`config.mk`:
```
export PLATFORM = sky130hd
export DESIGN_NAME = universal_shift_reg
export DESIGN_NICKNAME = d
export VERILOG_FILES = /design/src/rtl/universal_shift_reg.sv
export SDC_FILE = /design/constraint.sdc
export NUM_CORES = 1
export LEC_CHECK = 0
export CORE_MARGIN = 2
export CORE_UTILIZATION = 46
export CTS_CLUSTER_DIAMETER = 150
export DETAILED_ROUTE_END_ITERATION = 10
export PLACE_DENSITY = 0.86
export REMOVE_ABC_BUFFERS = 1
export SYNTH_ARGS = -nofsm -noshare
export SYNTH_HDL_FRONTEND = slang
export SYNTH_SLANG_ARGS = --single-unit
```
`constraint.sdc`:
```
create_clock -name clk -period 3 [get_ports clk]
set_input_delay 0.6 -clock clk [delete_from_list [all_inputs] [get_ports clk]]
set_output_delay 0.6 -clock clk [all_outputs]
set_load 0.02 [all_outputs]
```
`src/rtl/universal_shift_reg.sv`:
```
// Universal shift register: hold, shift right, shift left and parallel load,
// with a shift counter that pulses frame_done each time WIDTH shifts complete.
module universal_shift_reg #(
  parameter int WIDTH = 8,
  parameter int CW    = $clog2(WIDTH)
) (
  input  logic             clk,
  input  logic             rst,
  input  logic             en,
  input  logic [1:0]       mode,
  input  logic             serial_in,
  input  logic [WIDTH-1:0] pin,
  output logic             serial_out,
  output logic [WIDTH-1:0] pout,
  output logic [CW-1:0]    shift_cnt,
  output logic             frame_done
);

  localparam logic [1:0] MODE_HOLD  = 2'b00;
  localparam logic [1:0] MODE_RIGHT = 2'b01;
  localparam logic [1:0] MODE_LEFT  = 2'b10;
  localparam logic [1:0] MODE_LOAD  = 2'b11;

  localparam logic [CW-1:0] LAST_CNT = CW'(WIDTH - 1);

  logic [WIDTH-1:0] q;
  logic [CW-1:0]    cnt;
  logic             done;
  logic             wrap;

  // Counter advance shared by both shift directions, wrapping after WIDTH shifts.
  function automatic logic [CW-1:0] next_cnt(input logic [CW-1:0] c);
    return (c == LAST_CNT) ? '0 : c + CW'(1);
  endfunction

  assign wrap = (cnt == LAST_CNT);

  always_ff @(posedge clk) begin
    if (rst) begin
      q    <= '0;
      cnt  <= '0;
      done <= 1'b0;
    end else begin
      done <= 1'b0;
      if (en) begin
        unique case (mode)
          MODE_RIGHT: begin
            q    <= {serial_in, q[WIDTH-1:1]};
            cnt  <= next_cnt(cnt);
            done <= wrap;
          end
          MODE_LEFT: begin
            q    <= {q[WIDTH-2:0], serial_in};
            cnt  <= next_cnt(cnt);
            done <= wrap;
          end
          MODE_LOAD: begin
            q   <= pin;
            cnt <= '0;
          end
          MODE_HOLD: ;
          default: ;
        endcase
      end
    end
  end

  // The leaving bit depends on the direction currently selected, not the last one used.
  assign serial_out = (mode == MODE_LEFT) ? q[WIDTH-1] : q[0];
  assign pout       = q;
  assign shift_cnt  = cnt;
  assign frame_done = done;

endmodule
```
# [After elaboration in Yosys (flattened, before gate mapping)]
# Index checks and enable logic that the tools add are counted.
[classes] n_addsub=1 reduce_logical=6 n_bitwise=2 muxes=4 eq_ne=4
[op_table] op="$pmux W8 S3" n=1
[op_table] op="$pmux W3 S2" n=1
[op_table] op="$eq A2 B2 Y1 const B" n=2
[op_table] op="$reduce_and A2 Y1" n=2
[op_table] op="$add A3 B1 Y3 const B" n=1
[op_table] op="$eq A3 B3 Y1 const B" n=1
[op_table] op="$mux W3" n=1
[op_table] op="$reduce_bool A3 Y1" n=1
[op_table] op="$reduce_or A3 Y1" n=1
[op_table] op="$eq A2 B1 Y1 const B" n=1
[op_table] op="$not A1 Y1" n=2
[op_table] op="$reduce_bool A2 Y1" n=1
[op_table] op="$reduce_or A2 Y1" n=1
[op_table] op="$mux W1" n=1
[word_totals] out_inout_bits=13 input_bits=14 ff_bits=12 word_cells=20

# [Depth between registers and ports, before layout]
# Gate-level depths: netlist of the first run.
[depth] ltp_word=4 depth_mapped=7 mapped_depth_nobuf=5

# [Worst setup path before layout of the first run]
# OpenSTA, ideal clock, no wires.
[synth_timing] kind="input to output" startpoint="in mode[0]" endpoint="out serial_out" slack_ns=1.017 t_required_ns=2.400 arrival_ns=1.383 path_stages=4 path_buffers=1 path_cell_list="inv_1 -> ha_1 -> buf_2 -> mux2_2"
[synth_via] elab_chain_len=2
[synth_rtl] item="from (decl)" line="10" text="input logic [1:0] mode,"
[synth_rtl] item="$eq A2 B2 Y1" line="69" text="assign serial_out = (mode == MODE_LEFT) ? q[WIDTH-1] : q[0];"
[synth_rtl] item="$mux W1" line="69"
[synth_rtl] item="to (decl)" line="13" text="output logic serial_out,"
# No other way between the ends.

# [Final worst setup path of the first run]
# Same ends and word-level chain as after synthesis.

==> results.env, run 1 <==
CLOCK_PATH_BUFFERS=2
SYNTH.TOP_CELL.AREA_SHARE=0.3282
CRIT_CHAIN='clkdlybuf4s50_1 -> inv_1 -> ha_1 -> mux2_2 -> clkdlybuf4s50_1'
INSERTION_DELAY_PS=270
POST_SYNTH_MAIN_AREA_CONTRIBUTORS='sky130_fd_sc_hd__dfxtp_1 33%, sky130_fd_sc_hd__a311oi_2 16%, sky130_fd_sc_hd__ha_1 8.5%'
DRT_DRC_VIOLATIONS_LEFT=0
SETUP_VIOLATIONS=0
GRT_MAX_DEGREE=19
GRT_FIRST_PASS_WIRELENGTH_UM=2891
TRACK_USAGE=0.2029
CTS.REPAIR_TIMING.SETUP_BUFFER_COUNT=0
CTS.HOLD.BUFFERS_ADDED=0
TIMING.CRITICAL_PATH.MODE_CELL='sky130_fd_sc_hd__clkdlybuf4s50_1'
FINAL_NETS=117
RSZ_0062_RAISED_AFTER_GLOBAL_ROUTING='false'
MAX_FREQ_MHz=356.9
REG2REGPATHDEPTH=4
DRV.MAX_CAP_VIOLATION_COUNT=0
ROUTE.FINAL.WIRE_LENGTH_UM=1611
TIMING_MAX_TRANSITION_VIOLATIONS_FINAL=0
NETLIST-CELL-TYPE-COUNT=19
MULTIINPUTGATEAREA_UM2=437.9
STATUS='finished, final reports clean'
DPL-INSTANCE-AREA_UM2=980.9
FINAL_MIN_PERIOD_OVER_CLOCK_PERIOD=0.9341
CLOCK-ROOT-BUFFER='sky130_fd_sc_hd__clkbuf_4'
NUMBER_OF_GLOBAL_ROUTE_VIAS_BEFORE_REPAIR=666
POST-PLACE-WS_PS=213.3
WORST_EP_ARRIVAL_TIME_PS=2200
CTS_BUFFERS=3
DETAIL_ROUTE.ITER0.VIOLATIONS=8
SYNTH.FF_LATCH_COUNT=12
NUMPORTBUFFERS=26
CRITICAL_PATH_REQUIRED_TIME_PS=2400
CRITICAL-PATH-MAX-STAGE-DELAY_PS=590
FLOORPLAN.INITIALDENSITY=0.4859
MAX_SLEW.WORST_PIN.SLEW_PS=663.6
GRT_ANTENNA_BEFORE_REPAIR=0
PLACED_CELLS_INCL_TAPS=109
WORST_PATH_MAX_DELAY_CELL='sky130_fd_sc_hd__clkdlybuf4s50_1'
TOTAL_LEAKAGE_POWER_nW=0.4141
CTS_MAX_LEVEL=1
SYNTHESIS.INSTANCES=70
AGGREGATE_NEGATIVE_SETUP_SLACK_PS=0
POST_CTS_RESIZED=0
DIEHEIGHT_UM=43.89
CLOCK-SINKS=12
CRIT_START_CATEGORY='input pin'
FINAL_UTIL=0.6752
SYNTHTOLAYOUTAREAGROWTH_PCT=38.97
FIN_AREA_UM2=1017
CTS_TREE='built'
PATH_DEPTH=5
CLK_TRANSITION_REPORTED_PATHS_PS=90
HOLD_VIOL_FINAL=0
STD_CELL_ROWS=14
YOSYS.AREA.TOP_TYPE='sky130_fd_sc_hd__dfxtp_1'
FINAL_LAYOUT_SIZE_SUFFIX_GT1_FRAC=0.2165
HPWL_UM=1179
SKEW_PS=4.147
POST_SYNTH_INSTANCE_AREA_UM2=732.0
VIAS_PER_CELL=5.619
PWR_DENSITY_CELL_nW_PER_UM2=418.7
FINAL_PERIOD_MINUS_WORST_SETUP_SLACK_PS=2802
FILLER_CELL_COUNT=126
WORST_HOLD_PATH_TYPE='flop to flop'
MAX_FO_CRITICAL_PATH=2
LAYOUT.AREA.SEQ_UM2=240.2
FINALNONFILLERCELLS=113
SYNTH-SEQ-AREA-SHARE=0.3282
CRITPATHTOPFAMILY='buffers and inverters'
IO_PINS=27
AVERAGE_ROUTED_WIRE_PER_STANDARD_CELL_UM=14.26
SYNTHESIS.YOSYS.WARNINGS=0
SETUP.REG_TO_REG.WORST_SLACK_PS=1540
GRT-OVFL-TOTAL=0
DETAIL_ROUTE.FIRST_PASS.ITERATIONS=4
END_KIND='primary output'
CORE-AREA_UM2=1506
PEAKVDDDROP_uV=248.4
DIE_AREA_UM2=1926
HOLD_DEPTH=2
ANT_NETS=0
SLEW_HEADROOM=0.5562
PLACE.GP.CONGESTION=0.7256
VIAS=635
FINALWORSTSETUPSLACK_PS=197.7
DIEWIDTH_UM=43.89
N_ANTENNA_CELL=0
CP.BUFFERS_INVERTERS=3
SYN_AREA_PER_CELL_UM2=10.46
STARTPOINT_TO_ENDPOINT_CLASS_OF_THE_CRITICAL_PATH='input pin to primary output'
==> power breakdown <==
part	leakage (nW)	internal, mW	switching, mW
clock	0.0210	0.0737	0.0595
combinational	0.295	0.0578	0.0553
sequential	0.0986	0.169	0.0103
total	0.414	0.301	0.125
==> tightest hold or removal path, delay by kind of cell (launching register included) <==
| family | cells | cell delay (ps) |
|---|---|---|
| compound gates | 1 | 40 |
| flops | 1 | 330 |
| simple gates | 1 | 80 |
==> stage by stage <==
| step | total power [mW] | hold WS, ps |
|---|---|---|
| finish | 0.4259 | 490.1 |
| detailed placement | 0.2962 | 481.9 |
| CTS | 0.4277 | 493.4 |
| global route | 0.4446 | 512.0 |
| floorplan | 0.2418 | 547.5 |
| global placement | 0.2939 | 467.8 |
==> sequential cells by signal (all words and copies together) (netlist names) <==
signal	flops
frame_done	1
pout	8
shift_cnt	3
==> area by class of cell <==
class                      instances  area share
clock buffer                       4     0.03567
tap                               16     0.01968
inverter                           2    0.007380
timing repair buffer              28      0.2706
sequential                        12      0.2362
multi-input combinational         51      0.4305
==> cells in the final DEF, fill, tap and decap left out <==
master                            netlist  final
sky130_fd_sc_hd__and2b_1                1      1
sky130_fd_sc_hd__and4b_1                1      1
sky130_fd_sc_hd__clkbuf_8               0      1
sky130_fd_sc_hd__nand2b_4               1      1
sky130_fd_sc_hd__or4_1                  1      1
sky130_fd_sc_hd__mux2_2                 1      1
sky130_fd_sc_hd__buf_4                  0      2
sky130_fd_sc_hd__inv_1                  2      2
sky130_fd_sc_hd__nand2_1               11     11
sky130_fd_sc_hd__a21oi_2                2      2
sky130_fd_sc_hd__nor2_1                 8      8
sky130_fd_sc_hd__nand3b_4               2      2
sky130_fd_sc_hd__dfxtp_1               12     12
sky130_fd_sc_hd__a21oi_1                1      1
sky130_fd_sc_hd__ha_1                   5      5
sky130_fd_sc_hd__a22oi_1                8      8
sky130_fd_sc_hd__a311oi_2               8      8
sky130_fd_sc_hd__nor2_4                 1      1
sky130_fd_sc_hd__clkbuf_4               0      3
sky130_fd_sc_hd__clkdlybuf4s50_1        0     26
==> cells in the mapped netlist (all sizes together) <==
cell / instances
a21oi: 3
a22oi: 8
a311oi: 8
and2b: 1
and4b: 1
buf: 5
dfxtp: 12
ha: 5
inv: 2
mux2: 1
nand2: 11
nand2b: 1
nand3b: 2
nor2: 9
or4: 1
==> layer usage <==
| layer | global-route usage | vias to the layer above | share of wire |
|---|---|---|---|
| met4 | 0.1030 | 0 | 0.0074 |
| met3 | 0.04583 | 2 | 0.061 |
| met2 | 0.3441 | 26 | 0.50 |
| li1 | - | 311 | - |
| met1 | 0.2366 | 296 | 0.43 |
| met5 | 0 | - | 0 |
==> kinds of logic after synthesis <==
kind of cell               share of synthesized area
DFF                                           0.3282
adders and majority gates                    0.08547
AOI/OAI and AO/OA                             0.2769
and+or+nand+nor                               0.2205
muxes                                        0.01538
buffers and inverters                        0.07350
==> path summary, 6_finish.rpt <==
| kind | end | from |
|---|---|---|
| setup / recovery | serial_out | mode[0] |
| setup reg to reg | shift_cnt[0]$_SDFFE_PP0P_ | shift_cnt[0]$_SDFFE_PP0P_ |
| hold reg to reg | shift_cnt[1]$_SDFFE_PP0P_ | shift_cnt[1]$_SDFFE_PP0P_ |
| hold / removal | shift_cnt[1]$_SDFFE_PP0P_ | shift_cnt[1]$_SDFFE_PP0P_ |
No activity file was read; power rests on OpenSTA's default activity.
==> run 2: changes to the inputs <==
Settings changed: CORE_UTILIZATION 46 to 43, PLACE_DENSITY 0.86 to 0.81, RECOVER_POWER set to 25.
Clock period 3 ns to 2.8 ns, I/O delays scaled along.
==> run 2 against run 1 <==
Non-clock buffer count unchanged. Sequential share of layout area down 0.058 points. Final cell count unchanged. Power up 5.5%. Sequential power up 7%. Sequential cell count unchanged. Clock power up 3%. First-iteration DRC count up 38%. Critical path depth unchanged.
==> results.env, run 2 (synthesis results as in run 1) <==
GRT_ANTENNA_BEFORE_REPAIR=0  # unchanged
FINAL_MIN_PERIOD_OVER_CLOCK_PERIOD=0.8548
DRV.MAX_CAP_VIOLATION_COUNT=0  # unchanged
RSZ_0062_RAISED_AFTER_GLOBAL_ROUTING='false'  # unchanged
CTS_MAX_LEVEL=1  # unchanged
SYNTHTOLAYOUTAREAGROWTH_PCT=39.32  # was 38.97%
STATUS='finished, final reports clean'  # unchanged
MOSTFREQUENTLAYOUTCELLS='19 x sky130_fd_sc_hd__clkdlybuf4s50_1, 12 x sky130_fd_sc_hd__dfxtp_1, 11 x sky130_fd_sc_hd__nand2_1'  # was 26 x sky130_fd_sc_hd__clkdlybuf4s50_1, 12 x sky130_fd_sc_hd__dfxtp_1, 11 x sky130_fd_sc_hd__nand2_1
CRIT_START_CATEGORY='input pin'  # unchanged
MAX_FO_CRITICAL_PATH=2  # unchanged
DRT_DRC_VIOLATIONS_LEFT=0  # unchanged
STD_CELL_ROWS=14  # unchanged
DIE_AREA_UM2=2048  # was 1926 um2
FILLER_CELL_COUNT=126  # unchanged
CRIT_CHAIN='clkdlybuf4s50_1 -> inv_1 -> ha_1 -> mux2_2 -> dlymetal6s2s_1'  # was clkdlybuf4s50_1 -> inv_1 -> ha_1 -> mux2_2 -> clkdlybuf4s50_1
CLOCK-SINKS=12  # unchanged
IO_PINS=27  # unchanged
MOSTFREQUENTLAYOUTCELL='sky130_fd_sc_hd__clkdlybuf4s50_1'  # unchanged
DPL-INSTANCE-AREA_UM2=980.9  # unchanged
FINAL_LAYOUT_SIZE_SUFFIX_GT1_FRAC=0.2165  # unchanged
PEAKVDDDROP_uV=256.9  # was 248.4 uV
SETUP_VIOLATIONS=0  # unchanged
SKEW_PS=1.421  # was 4.147 ps
CORE-AREA_UM2=1559  # was 1506 um2
FINAL_NETS=117  # unchanged
HOLD_VIOL_FINAL=0  # unchanged
VIAS_PER_CELL=5.690  # was 5.619
TOTAL_LEAKAGE_POWER_nW=0.4452  # was 0.4141 nW
FINAL_PERIOD_MINUS_WORST_SETUP_SLACK_PS=2393
WORST_HOLD_PATH_TYPE='flop to flop'  # unchanged
END_KIND='primary output'  # unchanged
CRITICAL-PATH-MAX-STAGE-DELAY_PS=430  # was 590 ps
SLEW_HEADROOM=0.5614  # was 0.5562
CLOCK-ROOT-BUFFER='sky130_fd_sc_hd__clkbuf_4'  # unchanged
GRT-OVFL-TOTAL=0  # unchanged
INSERTION_DELAY_PS=260  # was 270 ps
AGGREGATE_NEGATIVE_SETUP_SLACK_PS=0  # unchanged
HOLD-WORST-SLACK_PS=485.2  # was 490.1 ps
DIEHEIGHT_UM=45.26  # was 43.89 um
MAX_SLEW.WORST_PIN.SLEW_PS=655.7  # was 663.6 ps
CTS_BUFFERS=3  # unchanged
TIMING_MAX_TRANSITION_VIOLATIONS_FINAL=0  # unchanged
AVERAGE_ROUTED_WIRE_PER_STANDARD_CELL_UM=14.32  # was 14.26 um
TRACK_USAGE=0.1873  # was 0.2029
VIAS=643  # was 635
CLK_TRANSITION_REPORTED_PATHS_PS=80  # was 90 ps
GRT_MAX_DEGREE=19  # unchanged
WORST_PATH_MAX_DELAY_CELL='sky130_fd_sc_hd__clkdlybuf4s50_1'  # unchanged
NUMBER_OF_FLIP_FLOPS_UNDER_THE_LARGEST_REGISTER_NAME=8  # unchanged
FIN_AREA_UM2=1020  # was 1017 um2
HPWL_UM=1193  # was 1179 um
DETAIL_ROUTE.FIRST_PASS.ITERATIONS=4  # unchanged
FINALPOWER_uW=449.3  # was 425.9 uW
FLOORPLAN.INITIALDENSITY=0.4695  # was 0.4859
ROUTE.FINAL.WIRE_LENGTH_UM=1618  # was 1611 um
GRT_FIRST_PASS_WIRELENGTH_UM=2794  # was 2891 um
DETAIL_ROUTE.ITER0.VIOLATIONS=11  # was 8
PWR_DENSITY_CELL_nW_PER_UM2=440.6  # was 418.7 nW/um2
CRITICAL_PATH_REQUIRED_TIME_PS=2240  # was 2400 ps
PLACE.GP.CONGESTION=0.7002  # was 0.7256
FINAL_UTIL=0.6541  # was 0.6752
DIEWIDTH_UM=45.26  # was 43.89 um
CLOCK_PATH_BUFFERS=2  # unchanged
CTS_TREE='built'  # unchanged
NUMPORTBUFFERS=26  # unchanged
WORST_EP_ARRIVAL_TIME_PS=1830  # was 2200 ps
N_ANTENNA_CELL=0  # unchanged
ANT_NETS=0  # unchanged
MAX_FREQ_MHz=417.8
STARTPOINT_TO_ENDPOINT_CLASS_OF_THE_CRITICAL_PATH='input pin to primary output'  # unchanged
CTS.HOLD.BUFFERS_ADDED=0  # unchanged
NUMBER_OF_GLOBAL_ROUTE_VIAS_BEFORE_REPAIR=646  # was 666
-- run 2: changes by cell type in the layout (fill, tap and decap cells not counted) --
cell | before | now
sky130_fd_sc_hd__dlymetal6s2s_1 | 0 | 1
sky130_fd_sc_hd__clkdlybuf4s50_1 | 26 | 19
sky130_fd_sc_hd__dlygate4sd3_1 | 0 | 6
-- run 2: area by class of cell --
type                    instances  area [um2]  share of cell area
inverters                       2       7.507            0.007362
well taps                      16       20.02             0.01963
clock buffers                   4       36.28             0.03558
multi-input cells              51       437.9              0.4294
repair buffers                 28       277.8              0.2724
flip-flops and latches         12       240.2              0.2356
-- run 2: repair_timing --
action	CTS	global route
setup endpoints to repair	0	1
setup buffers	0	0
resized for setup	0	1
-- run 2: path summary, 6_finish.rpt --
| kind | startpoint | to | slack [ps] | cells past startpoint |
|---|---|---|---|---|
| max | mode[0] | serial_out | 410 | 5 |
| min | shift_cnt[1]$_SDFFE_PP0P_ | shift_cnt[1]$_SDFFE_PP0P_ | 490 | 2 |
| max reg2reg | shift_cnt[0]$_SDFFE_PP0P_ | shift_cnt[0]$_SDFFE_PP0P_ | 1380 | 4 |
| min reg2reg | shift_cnt[1]$_SDFFE_PP0P_ | shift_cnt[1]$_SDFFE_PP0P_ | 490 | 2 |
-- run 2: power by group --
part	total, mW	internal, mW	leakage, nW	switching (mW)
clock network	0.137	0.0789	0.0210	0.0582
registers	0.192	0.181	0.0986	0.0107
logic	0.120	0.0605	0.326	0.0597
total	0.449	0.321	0.445	0.129
-- run 2: stage by stage --
stage	std cells	worst slack, ps
CTS	113	64.59
global route	113	316.6
floorplan	65	851.9
detailed placement	109	74.24
finish	113	406.5
global placement	109	98.81
-- run 2: routing by layer --
metal	GRT usage	routed length, um
met4	0.09412	27
met1	0.2285	704
met5	0	0
met3	0.05200	98
met2	0.3000	787
-- run 2: worst max-delay path, delay by kind of cell --
| kind | cells | cell delay, ps |
|---|---|---|
| buf+inv | 3 | 740 |
| fa+ha+maj | 1 | 190 |
| mux | 1 | 340 |
==> run 3: changes to the inputs <==
Settings changed: CTS_CLUSTER_DIAMETER 150 to 60.
==> results of run 3 <==
Same layout as run 2: the final DEF is identical, and so are final timing and power.
